File: src/rtl/eprisc_mem_bridge.sv
// epRISC memory bridge: decodes core word addresses onto the on-chip ROM/RAM,
// sequences their registered read latency plus wait states, and reports completion/faults.
module eprisc_mem_bridge #(
  parameter logic [31:0] ROM_BASE    = 32'h00000000,
  parameter logic [31:0] RAM_BASE    = 32'h00000400,
  parameter int unsigned WAIT_STATES = 0
) (
  input  logic        iClk,
  input  logic        iReset,
  input  logic        iRequest,
  input  logic        iWrite,
  input  logic [31:0] iAddr,
  input  logic [31:0] iData,
  output logic [31:0] oData,
  output logic        oReady,
  output logic        oFault,
  output logic        oBusy,
  output logic [9:0]  oMemAddr,
  output logic [31:0] oMemData,
  output logic        oRAMWrite,
  output logic        oROMEnable,
  input  logic [31:0] iRAMData,
  input  logic [31:0] iROMData
);

  localparam logic [3:0] WAIT_INIT = 4'(WAIT_STATES);

  typedef enum logic [1:0] {
    IDLE   = 2'd0,
    ACCESS = 2'd1,
    DONE   = 2'd2
  } state_t;

  state_t      state, stateNext;
  logic [3:0]  waitCnt, waitCntNext;
  logic        memValid, memValidNext;
  logic        isWrite, isWriteNext;
  logic        isRom, isRomNext;
  logic [31:0] dataNext;
  logic        readyNext, faultNext;
  logic [9:0]  memAddrNext;
  logic [31:0] memDataNext;
  logic        ramWriteNext, romEnableNext;
  logic        romHit, ramHit;

  assign romHit = (iAddr[31:10] == ROM_BASE[31:10]);
  assign ramHit = (iAddr[31:10] == RAM_BASE[31:10]);
  assign oBusy  = (state != IDLE);

  always_comb begin
    stateNext     = state;
    waitCntNext   = waitCnt;
    memValidNext  = memValid;
    isWriteNext   = isWrite;
    isRomNext     = isRom;
    dataNext      = oData;
    readyNext     = 1'b0;
    faultNext     = 1'b0;
    memAddrNext   = oMemAddr;
    memDataNext   = oMemData;
    ramWriteNext  = oRAMWrite;
    romEnableNext = oROMEnable;

    case (state)
      IDLE: begin
        if (iRequest) begin
          memAddrNext  = iAddr[9:0];
          memDataNext  = iData;
          isWriteNext  = iWrite;
          isRomNext    = romHit;
          waitCntNext  = WAIT_INIT;
          memValidNext = 1'b0;
          // ROM decode takes priority when both windows overlap
          if (romHit && !iWrite) begin
            romEnableNext = 1'b1;
            stateNext     = ACCESS;
          end else if (romHit || !ramHit) begin
            readyNext = 1'b1;
            faultNext = 1'b1;
            stateNext = DONE;
          end else begin
            ramWriteNext = iWrite;
            stateNext    = ACCESS;
          end
        end
      end

      ACCESS: begin
        ramWriteNext = 1'b0;
        if (waitCnt != 4'd0) begin
          waitCntNext = waitCnt - 4'd1;
        end else if (isWrite || memValid) begin
          if (!isWrite) begin
            dataNext = isRom ? iROMData : iRAMData;
          end
          romEnableNext = 1'b0;
          readyNext     = 1'b1;
          stateNext     = IDLE;
        end else begin
          // memory registers its output on this edge; capture on the next one
          memValidNext = 1'b1;
        end
      end

      DONE: begin
        stateNext = IDLE;
      end

      default: begin
        stateNext = IDLE;
      end
    endcase
  end

  always_ff @(posedge iClk) begin
    if (iReset) begin
      state      <= IDLE;
      waitCnt    <= 4'd0;
      memValid   <= 1'b0;
      isWrite    <= 1'b0;
      isRom      <= 1'b0;
      oData      <= 32'd0;
      oReady     <= 1'b0;
      oFault     <= 1'b0;
      oMemAddr   <= 10'd0;
      oMemData   <= 32'd0;
      oRAMWrite  <= 1'b0;
      oROMEnable <= 1'b0;
    end else begin
      state      <= stateNext;
      waitCnt    <= waitCntNext;
      memValid   <= memValidNext;
      isWrite    <= isWriteNext;
      isRom      <= isRomNext;
      oData      <= dataNext;
      oReady     <= readyNext;
      oFault     <= faultNext;
      oMemAddr   <= memAddrNext;
      oMemData   <= memDataNext;
      oRAMWrite  <= ramWriteNext;
      oROMEnable <= romEnableNext;
    end
  end

  // a RAM write strobe never lasts more than one cycle, and faults only qualify completions
  assert property (@(posedge iClk) disable iff (iReset) oRAMWrite |=> !oRAMWrite);
  assert property (@(posedge iClk) disable iff (iReset) oFault |-> oReady);
  assert property (@(posedge iClk) disable iff (iReset) !(oRAMWrite && oROMEnable));

endmodule
File: config.mk
export PLATFORM = sky130hd
export DESIGN_NAME = eprisc_mem_bridge
export DESIGN_NICKNAME = d
export VERILOG_FILES = /design/src/rtl/eprisc_mem_bridge.sv
export SDC_FILE = /design/constraint.sdc
export NUM_CORES = 1
export LEC_CHECK = 0
export ABC_AREA = 1
export CAP_MARGIN = 40
export CORE_ASPECT_RATIO = 1.1
export CORE_UTILIZATION = 35
export CTS_BUF_LIST = sky130_fd_sc_hd__clkbuf_2
export DETAILED_ROUTE_END_ITERATION = 8
export PLACE_DENSITY = 0.76
export RECOVER_POWER = 100
export SLEW_MARGIN = 20
export SYNTH_ARGS = -nofsm -noshare
export SYNTH_HDL_FRONTEND = slang
export SYNTH_SLANG_ARGS = --single-unit
export TNS_END_PERCENT = 5
File: constraint.sdc
create_clock -name iClk -period 1.3 [get_ports iClk]
set_input_delay 0.195 -clock iClk [delete_from_list [all_inputs] [get_ports iClk]]
set_output_delay 0.195 -clock iClk [all_outputs]
set_load 0.02 [all_outputs]
==> impl_metrics.csv, run 1 <==
group,metric,value,unit
outcome,status,"finished, violations left",
outcome,violations,"negative setup slack",
routing,vias_per_cell,4.662,
power_and_ir_drop,power.share.switching,27.52,%
routing,wire_per_inst,13.06,um
global_routing,antenna_found_initial,0,
min_path,hp-class,"in -> reg",
power_and_ir_drop,powerDensity,790.4,nW/um2
sta,setup_viol,46,
synth,ys_ff_latch,87,
routing,drt_wl_total,11.80,mm
routing,drt_iter0_markers,127,
setup_path,critPathArrivalTime,2.12,ns
setup_path,cp-end-kind,"flip-flop",
setup_path,path_buf_inv,4,
power_and_ir_drop,pwr-share-comb,22.3,%
finish,drive_gt1_share,31.28,%
setup_path,crit_chain,"inv_2 -> ha_4 -> inv_4 -> nor3_4 -> o21ai_2 -> nor2_4 -> buf_4 -> buf_12 -> nand4_1 -> nand2_1 -> nor2_2",
cts,clock_sinks,87,
floorplanning,die_h,109.3,um
sta,finClkSkew,0.01926,ns
synth,synthArstFlopShare,0,%
setup_path,crit_required,1.76,ns
power_and_ir_drop,p_leak,2.951,nW
cts,htreeDepth,3,
place,io_buffers,210,
power_and_ir_drop,switchingPower,1.425,mW
sta,finalSetupTns,-10.54,ns
cts,clock_latency,0.53,ns
finish,num_antenna_cells,0,
floorplanning,start_util,36.48,%
place,dp_hpwl,8.364,mm
finish,area_delta_synth_final,79.01,%
floorplanning,ios,211,
place,gp_congestion,0.8127,
flow_run,cap_viol_max_count,0,
sta,fin_ws,-0.3606,ns
sta,fmax,0.6022,GHz
routing,drc,0,
global_routing,track_usage,20.87,%
sta,slew_headroom,82.59,%
power_and_ir_drop,p_clk_share,22.6,%
synth,syn_area,3660,um2
setup_path,cp_slowest_stage_delay,0.38,ns
synth,synthFlopType,"dfxtp_1",
global_routing,grt_pass1_wl,18.00,mm
synth,synth_cell_types,28,
power_and_ir_drop,peakVddDrop,664.6,uV
global_routing,grt_max_degree,43,
finish,finalNetCount,892,
setup_path,start_kind,"flip-flop",
synth,synth.avg_cell_area,6.945,um2
synth,ys_warn_count,0,
floorplanning,num_rows,38,
cts,cts_made_buffers,9,
sta,slew_viol_final,0,
global_routing,grt_overflow,0,
routing,drtAntennaViolNets,0,
sta,hold_violations,0,
power_and_ir_drop,cell_internal_pwr,3.753,mW
synth,synth_edf_count,0,
setup_path,path_class,"reg -> reg",
cts,cts_tree,"built",
routing,dr_total_vias,4214,
setup_path,cp_max_fo,12,
sta,min_period,1.661,ns
routing,drt_pass1_iterations,4,
sta,timing.final.crit_share,127.7,%
sta,tightest_slew,0.2591,ns
setup_path,cpLargestDelayFamily,"simple AND/OR/NAND/NOR gates",
sta,rsz0062_at_grt,"yes",
cts,clk_path_buf_depth,2,
power_and_ir_drop,pwr-share-seq,55.2,%
global_routing,grt_pass1_vias,4099,
floorplanning,coreArea,10030,um2
floorplanning,die_x,99.50,um
synth,synthCells,527,
setup_path,critPathSlowestCell,"dfxtp_2",
power_and_ir_drop,p_total,5.178,mW
synth,syn_nets,660,
floorplanning,die_area,10870,um2
cts,cts_root_buf,"clkbuf_2",
finish,fin_util,65.30,%
synth,ys_seq_area_share,47.59,%
cts,clk_pin_slew,0.23,ns
## layout by cell type, fill, tap and decap left out, types with 3 or more instances in the layout
| cell type | count |
|---|---|
| clkbuf_2 | 13 |
| nand3_1 | 44 |
| buf_6 | 70 |
| nand2_1 | 197 |
| dfxtp_2 | 80 |
| clkdlybuf4s50_1 | 131 |
| nand2_2 | 4 |
| dfxtp_1 | 7 |
| nor2_2 | 3 |
| buf_12 | 8 |
| inv_1 | 10 |
| buf_4 | 39 |
| clkbuf_16 | 3 |
| nor2_1 | 87 |
| inv_2 | 4 |
| nand4_1 | 34 |
## per-stage QoR
stage / hold slack (ns) / cell area, um2 / setup slack [ns] / cells
floorplan: 0.2735 / 3660 / -0.1568 / 527
global placement: 0.4401 / 6133 / -0.2447 / 878
detailed placement: 0.4434 / 6133 / -0.2857 / 878
CTS: 0.09475 / 6255 / -0.3060 / 896
global route: 0.08409 / 6551 / -0.4477 / 904
finish: 0.1557 / 6551 / -0.3606 / 904
## logic make-up after synthesis
family	after synthesis	share of synthesized area, %
simple gates	378	44.14
xor+xnor	1	0.2394
compound gates	11	1.812
fa+ha+maj	1	0.3418
buf+inv	49	5.880
flops	87	47.59
## power by group through the flow
stage | combinational (mW) | sequential (mW) | clock [mW]
after floorplan | 0.273 | 2.98 | 0
after global placement | 1.09 | 2.88 | 0
after detailed placement | 1.11 | 2.88 | 0
after CTS | 1.12 | 2.85 | 1.22
after global routing | 1.24 | 2.87 | 1.33
final | 1.15 | 2.86 | 1.17
## state kept, by name, summed over array words and instances, names as in the netlist
signal / count
waitCnt: 4
isWrite: 1
oData: 32
oRAMWrite: 1
oReady: 1
oMemAddr: 10
isRom: 1
state: 2
oROMEnable: 1
memValid: 1
oFault: 1
oMemData: 32
## final cells by class
| class | instances | area (um2) |
|---|---|---|
| clock buffer | 13 | 65.06 |
| clock inverter | 3 | 20.02 |
| fill | 843 | 3481 |
| inverter | 17 | 68.82 |
| multi-input combinational | 391 | 1744 |
| sequential | 87 | 1842 |
| tap | 140 | 175.2 |
| timing repair buffer | 253 | 2636 |
## synth_stat cells, types with 2 or more instances
cell type	number	area share, %
nand2_1	201	21
nor2_1	89	9.1
dfxtp_1	87	48
nand3_1	45	6.2
nand4_1	34	5.8
clkbuf_1	16	1.6
inv_1	13	1.3
buf_2	7	0.96
buf_1	6	0.62
a21oi_1	3	0.41
buf_6	3	0.92
inv_2	3	0.31
a211oi_1	2	0.41
nor2_4	2	0.62
nor3_1	2	0.27
o21ai_0	2	0.27
## repair_timing
item,4_1_cts,5_1_grt
cloned,0,3
resized for setup,498,68
endpoints found under the setup margin,158,123
setup buffers,2,5
pin swaps,2,15
hold buffers,0,0
## path summary, 6_finish.rpt
path,from,endpoint,slack (ns),cells past startpoint
hold reg to reg,oROMEnable,oROMEnable,0.46,2
setup / recovery,waitCnt[0],oData[8],-0.36,11
hold / removal,iData[15],oMemData[15],0.16,3
setup reg to reg,waitCnt[0],oData[8],-0.36,11
## worst reg2reg max path, cell delays in order (launching register included)
cell     delay [ns]
dfxtp_2        0.38
inv_2          0.07
ha_4           0.14
inv_4          0.04
nor3_4         0.15
o21ai_2        0.11
nor2_4         0.14
buf_4          0.15
buf_12         0.12
nand4_1        0.10
nand2_1        0.13
nor2_2         0.06
## metal layers
metal / GRT usage (%) / up-vias / share of wire [%]
met5: 0 / - / 0
met4: 8.508 / 0 / 1.4
met3: 7.756 / 14 / 10
met2: 39.29 / 164 / 50
met1: 20.63 / 1890 / 38
li1: - / 2146 / -
Note: power is estimated with default switching activity, not from simulation.
==> run 2: changes to the inputs <==
--- a/config.mk
+++ b/config.mk
@@ -11,6 +11,7 @@
 export CORE_UTILIZATION = 35
 export CTS_BUF_LIST = sky130_fd_sc_hd__clkbuf_2
 export DETAILED_ROUTE_END_ITERATION = 8
+export GPL_TIMING_DRIVEN = 0
 export PLACE_DENSITY = 0.76
 export RECOVER_POWER = 100
 export SLEW_MARGIN = 20
==> impl_metrics.csv, run 2 (synthesis gave the netlist of run 1 again) <==
group,metric,value,unit
min_path,hold_depth,3,
finish,reg.largest.list,"oData (32), oMemData (32), oMemAddr (10)",
routing,vias_per_cell,4.681,
cts,cts_root_buf,"clkbuf_2",
floorplanning,die_x,99.50,um
cts,cts_made_buffers,9,
power_and_ir_drop,cell_internal_pwr,3.859,mW
finish,seqCellArea,1841,um2
sta,timing.final.crit_share,139.5,%
global_routing,antenna_found_initial,0,
setup_path,critPathSlowestCell,"dfxtp_2",
finish,drive_gt1_share,29.52,%
setup_path,path_buf_inv,4,
setup_path,cpLargestDelayFamily,"simple AND/OR/NAND/NOR gates",
flow_run,cap_viol_max_count,0,
setup_path,cp_slowest_stage_delay,0.37,ns
floorplanning,die_area,10870,um2
place,io_buffers,210,
routing,drt_iter0_markers,121,
finish,multi_input_area,1749,um2
floorplanning,die_h,109.3,um
cts,clk_pin_slew,0.23,ns
routing,drt_wl_total,12.30,mm
finish,area_delta_synth_final,73.33,%
setup_path,crit_chain,"inv_2 -> ha_4 -> inv_4 -> nor3_4 -> o21ai_2 -> nor2_4 -> buf_4 -> buf_4 -> nand4_1 -> nand2_1 -> nor2_1",
finish,layout_common_cells,"199 x nand2_1, 131 x clkdlybuf4s50_1, 83 x nor2_1",
cts,clock_sinks,87,
outcome,violations,"negative setup slack",
setup_path,crit_required,1.74,ns
power_and_ir_drop,pwr-share-comb,20.5,%
power_and_ir_drop,p_clk_share,25.6,%
cts,cts_tree,"built",
global_routing,grt_overflow,0,
place,dp_hpwl,9.089,mm
power_and_ir_drop,power.share.switching,27.26,%
sta,hold_violations,0,
sta,tightest_slew,0.5385,ns
min_path,hp-class,"in -> reg",
routing,dr_total_vias,4255,
global_routing,grt_pass1_vias,4045,
finish,fillers,896,
setup_path,cp-end-kind,"flip-flop",
setup_path,reg2reg_depth,11,
setup_path,start_kind,"flip-flop",
setup_path,cp_common_cell,"buf_4",
setup_path,path_class,"reg -> reg",
floorplanning,start_util,36.48,%
sta,rsz0062_at_grt,"yes",
finish,mostFrequentLayoutCell,"nand2_1",
routing,wire_per_inst,13.53,um
floorplanning,num_rows,38,
sta,min_period,1.814,ns
sta,fmax,0.5513,GHz
finish,num_antenna_cells,0,
sta,slew_viol_final,0,
routing,drt_pass1_iterations,5,
power_and_ir_drop,pwr-share-seq,54.0,%
setup_path,critPathArrivalTime,2.25,ns
sta,slew_headroom,64.10,%
finish,finalNetCount,897,
power_and_ir_drop,powerDensity,836.2,nW/um2
setup_path,path_depth,11,
place,gp_congestion,0.7723,
place,post-place-ws,-0.7844,ns
outcome,status,"finished, violations left",
floorplanning,ios,211,
power_and_ir_drop,peakVddDrop,709.7,uV
floorplanning,coreArea,10030,um2
setup_path,ff2ff_setup_slack,-0.51,ns
cts,htreeDepth,3,
global_routing,grt_max_degree,14,
sta,finClkSkew,0.02016,ns
power_and_ir_drop,p_leak,2.880,nW
global_routing,grt_pass1_wl,18.70,mm
routing,drtAntennaViolNets,0,
finish,fin_util,63.23,%
cts,clk_path_buf_depth,2,
cts,clock_latency,0.53,ns
routing,drc,0,
sta,setup_viol,44,
power_and_ir_drop,switchingPower,1.446,mW
cts,postCtsHoldBufs,0,
setup_path,cp_max_fo,10,
sta,fin_ws,-0.5138,ns
global_routing,track_usage,21.94,%
[run 2: changes by cell type in the layout (fill, tap and decap cells not counted), sizes merged]
cell	delta
buf	-7
bufinv	+1
clkbuf	+10
clkinv	+2
clkinvlp	-1
[run 2: worst paths after layout]
kind	end	start
setup / recovery	oData[1]	waitCnt[1]
hold / removal	oMemData[23]	iData[23]
setup reg to reg	oData[1]	waitCnt[1]
hold reg to reg	oMemAddr[9]	oMemAddr[9]
[run 2: power groups by stage]
stage / combinational (mW) / sequential [mW] / clock (mW)
after floorplan: 0.273 / 2.98 / 0
after global placement: 1.02 / 2.88 / 0
after detailed placement: 1.04 / 2.88 / 0
after CTS: 0.989 / 2.84 / 1.39
after global routing: 1.17 / 2.88 / 1.51
final: 1.08 / 2.86 / 1.36
[run 2: layout make-up]
type                    count  area share, %
multi-input cells         391          27.57
clock inverters             5         0.7692
plain buffers              31          2.643
well taps                 140          2.761
inverters                  17          1.144
clock buffers              11         0.8679
flip-flops and latches     87          29.01
repair buffers            227          35.23
[run 2: stage by stage]
stage          setup TNS [ns]  instance area (um2)  instances  hold slack, ns  total power [mW]
2_1_floorplan          -4.794                 3660        527          0.2735             3.256
5_1_grt                -26.83                 6344        909          0.1226             5.556
6_report               -16.74                 6344        909          0.1642             5.305
3_5_place_dp           -42.66                 5937        877          0.4435             3.922
4_1_cts                -14.51                 5856        896          0.1260             5.224
3_3_place_gp           -37.92                 5937        877          0.4398             3.900
[run 2: per-layer routing]
metal / GRT usage (%) / vias up / share of wire (%)
met4: 7.983 / 0 / 1.4
met5: 0 / - / 0
li1: - / 2155 / -
met2: 40.08 / 163 / 50
met3: 6.090 / 13 / 8.5
met1: 24.31 / 1924 / 40
[run 2: timing repair]
item	in CTS	in global routing
setup buffers	3	11
setup endpoints to repair	165	160
pin swaps	1	35
gates resized for setup	427	134
cloned	0	3
[run 2: worst min-delay path, cell delays in order]
cell             delay [ns]
clkdlybuf4s50_1        0.39
nand2_1                0.06
nand2_1                0.04
